**src/rtl/wishbone_master_pkg.sv**
```systemverilog
// Shared types and constants for the Wishbone single-transfer master.
package wishbone_master_pkg;

  localparam int unsigned ADDR_W = 32;
  localparam int unsigned DATA_W = 32;

  typedef enum logic [1:0] {
    IDLE  = 2'd0,
    BUS   = 2'd1,
    DRAIN = 2'd2
  } state_e;

  localparam logic [ADDR_W-1:0] ADDR_DATA = 32'h10;
  localparam logic [ADDR_W-1:0] ADDR_CMD  = 32'h20;

  // Outbound cycle payload held stable for the whole bus cycle
  typedef struct packed {
    logic              we;
    logic [ADDR_W-1:0] addr;
    logic [DATA_W-1:0] dout;
  } wb_cmd_t;

  // Reads put zero on the write-data lines
  function automatic logic [DATA_W-1:0] write_payload(input logic we,
                                                      input logic [DATA_W-1:0] data);
    return we ? data : '0;
  endfunction

endpackage

```
**src/rtl/wishbone_master.sv**
```systemverilog
// Single-outstanding-transfer Wishbone master with ack timeout and a drain
// state that waits out level-held slave acks before accepting new work.
module wishbone_master
  import wishbone_master_pkg::*;
#(
  parameter int unsigned TIMEOUT = 255,
  parameter int unsigned CNT_W   = 8
) (
  input  logic        clk,
  input  logic        rst,
  input  logic        req_valid,
  output logic        req_ready,
  input  logic        req_we,
  input  logic [31:0] req_addr,
  input  logic [31:0] req_data,
  output logic        rsp_valid,
  output logic [31:0] rsp_data,
  output logic        rsp_err,
  output logic [31:0] wb_addr,
  output logic        wb_we,
  output logic        wb_stb,
  output logic        wb_cyc,
  output logic [31:0] wb_dout,
  input  logic [31:0] wb_din,
  input  logic        wb_ack
);

  localparam logic [CNT_W-1:0] CNT_LAST = CNT_W'(TIMEOUT - 1);

  state_e            state_q, state_d;
  logic [CNT_W-1:0]  cnt_q, cnt_d;
  logic              cyc_q, cyc_d;
  wb_cmd_t           cmd_q, cmd_d;
  logic              rsp_valid_q, rsp_valid_d;
  logic [DATA_W-1:0] rsp_data_q, rsp_data_d;
  logic              rsp_err_q, rsp_err_d;

  assign req_ready = (state_q == IDLE) & ~wb_ack;

  // Next-state and registered-output logic
  always_comb begin
    state_d     = state_q;
    cnt_d       = cnt_q;
    cyc_d       = cyc_q;
    cmd_d       = cmd_q;
    rsp_valid_d = 1'b0;
    rsp_data_d  = rsp_data_q;
    rsp_err_d   = rsp_err_q;

    unique case (state_q)
      IDLE: begin
        if (req_valid && req_ready) begin
          state_d    = BUS;
          cnt_d      = '0;
          cyc_d      = 1'b1;
          cmd_d.we   = req_we;
          cmd_d.addr = req_addr;
          cmd_d.dout = write_payload(req_we, req_data);
        end
      end
      BUS: begin
        // Ack takes priority over an expiring timeout
        if (wb_ack) begin
          state_d     = DRAIN;
          cyc_d       = 1'b0;
          rsp_valid_d = 1'b1;
          rsp_err_d   = 1'b0;
          rsp_data_d  = cmd_q.we ? '0 : wb_din;
        end else if (cnt_q == CNT_LAST) begin
          state_d     = DRAIN;
          cyc_d       = 1'b0;
          rsp_valid_d = 1'b1;
          rsp_err_d   = 1'b1;
          rsp_data_d  = '0;
        end else begin
          cnt_d = cnt_q + CNT_W'(1);
        end
      end
      DRAIN: begin
        if (!wb_ack) begin
          state_d = IDLE;
        end
      end
      default: begin
        state_d = IDLE;
        cyc_d   = 1'b0;
      end
    endcase
  end

  always_ff @(posedge clk or posedge rst) begin
    if (rst) begin
      state_q     <= IDLE;
      cnt_q       <= '0;
      cyc_q       <= 1'b0;
      cmd_q       <= '0;
      rsp_valid_q <= 1'b0;
      rsp_data_q  <= '0;
      rsp_err_q   <= 1'b0;
    end else begin
      state_q     <= state_d;
      cnt_q       <= cnt_d;
      cyc_q       <= cyc_d;
      cmd_q       <= cmd_d;
      rsp_valid_q <= rsp_valid_d;
      rsp_data_q  <= rsp_data_d;
      rsp_err_q   <= rsp_err_d;
    end
  end

  assign wb_cyc    = cyc_q;
  assign wb_stb    = cyc_q;
  assign wb_we     = cmd_q.we;
  assign wb_addr   = cmd_q.addr;
  assign wb_dout   = cmd_q.dout;
  assign rsp_valid = rsp_valid_q;
  assign rsp_data  = rsp_data_q;
  assign rsp_err   = rsp_err_q;

endmodule

```
**config.mk**
```make
export PLATFORM = sky130hd
export DESIGN_NAME = wishbone_master
export DESIGN_NICKNAME = d
export VERILOG_FILES = /design/src/rtl/wishbone_master_pkg.sv /design/src/rtl/wishbone_master.sv
export SDC_FILE = /design/constraint.sdc
export NUM_CORES = 1
export LEC_CHECK = 0
export ABC_AREA = 0
export BUFFER_PORTS_ARGS = -buffer_cell sky130_fd_sc_hd__buf_2
export CAP_MARGIN = 10
export CORE_MARGIN = 3
export CORE_UTILIZATION = 40
export CTS_CLUSTER_SIZE = 25
export DETAILED_ROUTE_END_ITERATION = 16
export GPL_TIMING_DRIVEN = 0
export PLACE_DENSITY = 0.71
export SYNTH_ARGS = -nofsm -noshare
export SYNTH_HDL_FRONTEND = slang
export SYNTH_SLANG_ARGS = --single-unit
```
**constraint.sdc**
```tcl
create_clock -name clk -period 3.9 [get_ports clk]
set_clock_uncertainty 0.2 [all_clocks]
set_input_delay 0.195 -clock clk [delete_from_list [all_inputs] [get_ports clk]]
set_output_delay 0.195 -clock clk [all_outputs]
set_load 0.005 [all_outputs]
```
== After elaboration in Yosys (flattened, before gate mapping) ==
Cells that the tools add are included.

* Add/subtract/negate cells: 1
* $mul: 0
* Divide/modulo/power cells: 0
* $lt $le $gt $ge: 0
* Equal/unequal tests: 8
* Shifts and indexed selects: 0
* Multiplexer cells: 22
* Bitwise gates (word level): 3
* Reduce and logical (&&, ||, !) cells: 9

{| class="wikitable"
|+ Operator list
! kind !! number
|-
| $mux 32 || 4
|-
| $mux 8 || 3
|-
| $pmux 8 s2 || 1
|-
| $add 8x1->8 const B || 1
|-
| $eq 8x8->1 const B || 1
|-
| $mux 1 || 8
|-
| $mux 2 || 4
|-
| $ne 2x2->1 const B || 3
|-
| $pmux 2 s3 || 1
|-
| $reduce_and 3->1 || 2
|-
| $reduce_and 2->1 || 2
|-
| $reduce_and 4->1 || 1
|-
| $reduce_bool 2->1 || 2
|-
| $ne 3x3->1 const B || 1
|-
| $pmux 1 s3 || 1
|-
| $eq 2x1->1 const B || 1
|-
| $eq 2x2->1 const B || 1
|-
| $logic_not 2->1 || 1
|-
| $ne 2x1->1 const B || 1
|-
| $not 1->1 || 2
|-
| $and 1x1->1 || 1
|-
| $logic_and 1x1->1 || 1
|}

* Flip-flop bits (word level): 110
* Bits in latches: 0
* RAM bits: 0
* Bits in read-only memories: 0
* Bits of input ports: 101
* Output and inout port bits: 102
* Word-level logic and storage cells: 52
* Memories kept: 0

== Logic depth before layout (Yosys ltp) ==
* Depth in word-level cells: 5
* Depth in mapped cells: 7
* Mapped depth without buffers: 6

== Worst setup path before layout ==
Ideal clock, no wire load.

* Path type: register -> register
* From: register cnt_q[0]
* To: register cnt_q[4]
* Setup time: 0.127 ns
* Data arrival time: 1.572 ns
* Data required time: 3.573 ns
* Slack: 2.001 ns
* Cell stages (with the launch flop): 7
* Buffers on the path: 0
* Period minus slack after synthesis: 1.899 ns
* Cell sequence: dfrtp_1 inv_1 ha_1 and4_1 a211oi_2 a21boi_0 mux2i_1

* Word-level cells in the longest chain between the ends: 4
* Elaborated cells on any way between the ends: 7
* Those cells by class: add/sub (1); eq/ne (2); mux (3); reduce/logical (1)

{| class="wikitable"
|+ RTL lines
! item !! line !! RTL
|-
| start, declared || wishbone_master.sv:31 || <nowiki>logic [CNT_W-1:0] cnt_q, cnt_d;</nowiki>
|-
| start signal, assigned || wishbone_master.sv:102 || <nowiki>cnt_q <= cnt_d;</nowiki>
|-
| $add 8x1->8 || wishbone_master.sv:76 || <nowiki>cnt_d = cnt_q + CNT_W'(1);</nowiki>
|-
| $mux 8 || wishbone_master.sv:69 || <nowiki>end else if (cnt_q == CNT_LAST) begin</nowiki>
|-
| $mux 8 || wishbone_master.sv:63 || <nowiki>if (wb_ack) begin</nowiki>
|-
| $pmux 8 s2 || wishbone_master.sv:50 || <nowiki>unique case (state_q)</nowiki>
|}

Several ways; a longest one is shown, not always the timed one. The select of a mux whose other input is x is not followed.
A chain may end at the register's enable or synchronous reset.

== Worst setup path in the final report ==
Same ends and word-level chain as after synthesis.

==> flow_summary.yaml <==
min_path:
  hold_class: "primary input to flop"
  hold_depth: 2
timing:
  fin_tns_setup_ps: 0
  min_period_ps: 2230
  hold_viol: 0
  fmax_mhz: 448
  tightest_slew_ps: 673
  setup_slack_ps: 1670
  max-slew-margin-rel: 0.551
  setup_viol: 0
  rsz0062_at_grt: "false"
  timing.final.crit_share: 0.573
  drv_slew: 0
detailed_routing:
  wire_per_inst_um: 15.9
  dr.pass1.iters: 4
  wl_met3_um: 999
  vias: 3942
  drtIter0Drc: 140
  postRouteAntennaNets: 0
  drt-met1-wl_mm: 4.89
  avgViaCountPerCell: 4.90
  routed.top_layer: "met4"
  routed-wl-met2_mm: 6.56
  drc: 0
  drt_wl_total_mm: 12.8
finish:
  diodes: 0
  seq_area_um2: 2750
  final_layout_size_suffix_gt1_frac: 0.408
  layoutNonFillerInstCount: 805
  area.growth.synth_to_final_pct: 55.8
  design_area_um2: 6680
  fin_nets: 767
  multi_input_area_um2: 1400
  n_fill_cell: 773
synth:
  ys_types: 32
  syn_area_um2: 4280
  muxShareOfSynthArea: 0.0891
  synth-seq-area-share: 0.643
  synthesis.nets: 453
  avgSynthCellArea_um2: 12.2
  synth_top_family_by_area: "compound AO/OA/AOI/OAI gates"
  synth_seq_cells: 110
  yosysWarnings: 0
  synth_top_area_share: 0.643
  synth-simple-area-share: 0.0888
  synth_compound_area_frac: 0.143
  synth_top_cell_by_area: "dfrtp_1"
  synth_cells: 350
  yosys.area_share.adder: 0.00584
  synth_xor_xnor_area_share: 0
  synthTopCellsByArea: "dfrtp_1, mux2_2, a22o_1"
pwr:
  p_leak_nw: 3.38
  p_per_area_nw_per_um2: 454
  ir_worst_vdd_v: 0.000248
  total_power_w: 0.00303
run_status:
  status: "finished clean"
critical_path:
  cp_data_required_time_ps: 3940
  worstPathArrival_ps: 2280
  critPathLaunchType: "flop"
  slowest_stage: "a211oi_2"
  cp_slowest_stage_delay_ps: 540
  path_class: "flop to flop"
  cp_max_fo: 9
  reg2reg_depth: 6
  worstPathCellList: "inv_1 > ha_1 > and4_1 > a211oi_2 > a21boi_0 > mux2i_1"
  endpoint_kind: "flop"
cts:
  path_clk_slew_ps: 100
  clock-root-buffer: "clkbuf_8"
  cts_tree: "yes"
  clock_path_buffers: 2
  cts.sinks: 110
  post_cts_resize_count: 0
  cts_inserted_buffers: 9
  h-tree-depth: 3
  clk_latency_ps: 360
  cts_setup_buffers: 0
place:
  place_area_um2: 5490
  placed_cells: 688
  gp_congestion: 0.744
  pre_cts_slack_ps: 1690
  dp_hpwl_mm: 8.25
  io_buffers: 201
die:
  row_count: 37
  die_w_um: 109
  core_um2: 10400
  dieHeight_um: 109
  io_pins: 203
  dieArea_um2: 12000
  start_util: 0.413
global_route:
  track_usage: 0.218
  grt_pass1_vias: 4117
  antenna_found_initial: 0
  grt_max_degree: 58
  grt_pass1_wl_mm: 20.2
  grt.overflow.total: 0
job:
  drv_cap: 0
-- cells in the final DEF (no fill, tap or decap), types with 4 or more instances in the layout --
master and count:
nand2_1 71, clkbuf_1 9, clkbuf_8 9, nand3_1 4
a31oi_1 4, nor2_1 6, buf_2 214, dfrtp_1 110
o21ai_0 33, a21oi_1 6, mux2_2 33, inv_1 4
dlygate4sd3_1 101, a22o_1 32
-- area by class of cell --
| class | instances | share of cell area |
|---|---|---|
| plain buffers | 23 | 0.0171 |
| clock buffers | 10 | 0.0191 |
| clock inverters | 6 | 0.00694 |
| inverters | 5 | 0.00319 |
| multi-input cells | 212 | 0.210 |
| flip-flops and latches | 110 | 0.412 |
| well taps | 136 | 0.0255 |
| repair buffers | 303 | 0.306 |
-- final timing paths --
path | from | endpoint | slack, ps
max in group asynchronous | rst | wb_addr[27]$_DFFE_PP0P_ | 2470
hold / removal | req_we | wb_we$_DFFE_PP0P_ | 140
min in group asynchronous | rst | rsp_data[3]$_DFFE_PP0P_ | 300
setup reg to reg | cnt_q[0]$_DFFE_PP0P_ | cnt_q[4]$_DFFE_PP0P_ | 1670
hold reg to reg | wb_dout[8]$_DFFE_PP0P_ | wb_dout[8]$_DFFE_PP0P_ | 280
setup / recovery | cnt_q[0]$_DFFE_PP0P_ | cnt_q[4]$_DFFE_PP0P_ | 1670
-- metrics by stage --
step | hold slack, ps | utilization
after global routing | 125 | 0.644
after global placement | 215 | 0.527
final | 144 | 0.644
after floorplan | 80.7 | -
after detailed placement | 156 | 0.529
after CTS | 124 | 0.644
-- metal layers --
| layer | vias to the layer above | track usage |
|---|---|---|
| met5 | - | 0 |
| li1 | 1847 | - |
| met4 | 0 | 0.0810 |
| met1 | 1894 | 0.256 |
| met3 | 29 | 0.0675 |
| met2 | 172 | 0.376 |
-- critical path, delay by kind of cell, from the launching register on --
kind | cells | cell delay [ps]
compound gates | 2 | 820
flops | 1 | 440
mux | 1 | 120
fa+ha+maj | 1 | 240
simple gates | 1 | 210
buf+inv | 1 | 70
-- report_power, final --
group	total [W]	internal (W)	switching, W
registers	0.00156	0.00140	0.000159
logic	0.000844	0.000475	0.000369
clock network	0.000620	0.000236	0.000383
total	0.00303	0.00212	0.000912
-- registers in the layout (all words and copies together), names as in the netlist, 2 cells and up --
name	count
state_q	2
rsp_data	32
wb_dout	32
wb_addr	32
cnt_q	8
-- synth_stat cells --
cell type,instances
nand3_1,4
mux2_2,33
o211ai_1,1
a31oi_1,4
nand2b_1,2
a41oi_4,1
o311ai_2,1
nor2b_1,1
a21oi_1,6
a211oi_2,1
nand4_1,2
inv_1,5
ha_1,2
a22o_1,32
o21ai_1,1
buf_4,1
o21ai_2,2
or2_2,1
clkbuf_1,8
o32ai_1,1
buf_6,1
dfrtp_1,110
nor3_1,1
o21ai_0,33
a21boi_0,1
or3b_4,1
and4_1,2
nand2_1,71
nor2_1,6
a41oi_1,1
buf_2,13
mux2i_1,1
-- repair_timing --
| item | CTS | global route |
|---|---|---|
| endpoints found under the setup margin | 0 | 0 |
| hold buffers | 101 | 0 |
| hold endpoints to repair | 152 | 0 |
-- cell families after synthesis --
logic type	Yosys count
buffers and inverters	28
flip-flops	110
AO/OA/AOI/OAI	85
AND/OR/NAND/NOR	91
adder cells (fa/ha/maj)	2
multiplexers	34
Note: power is estimated with default switching activity, not from simulation.
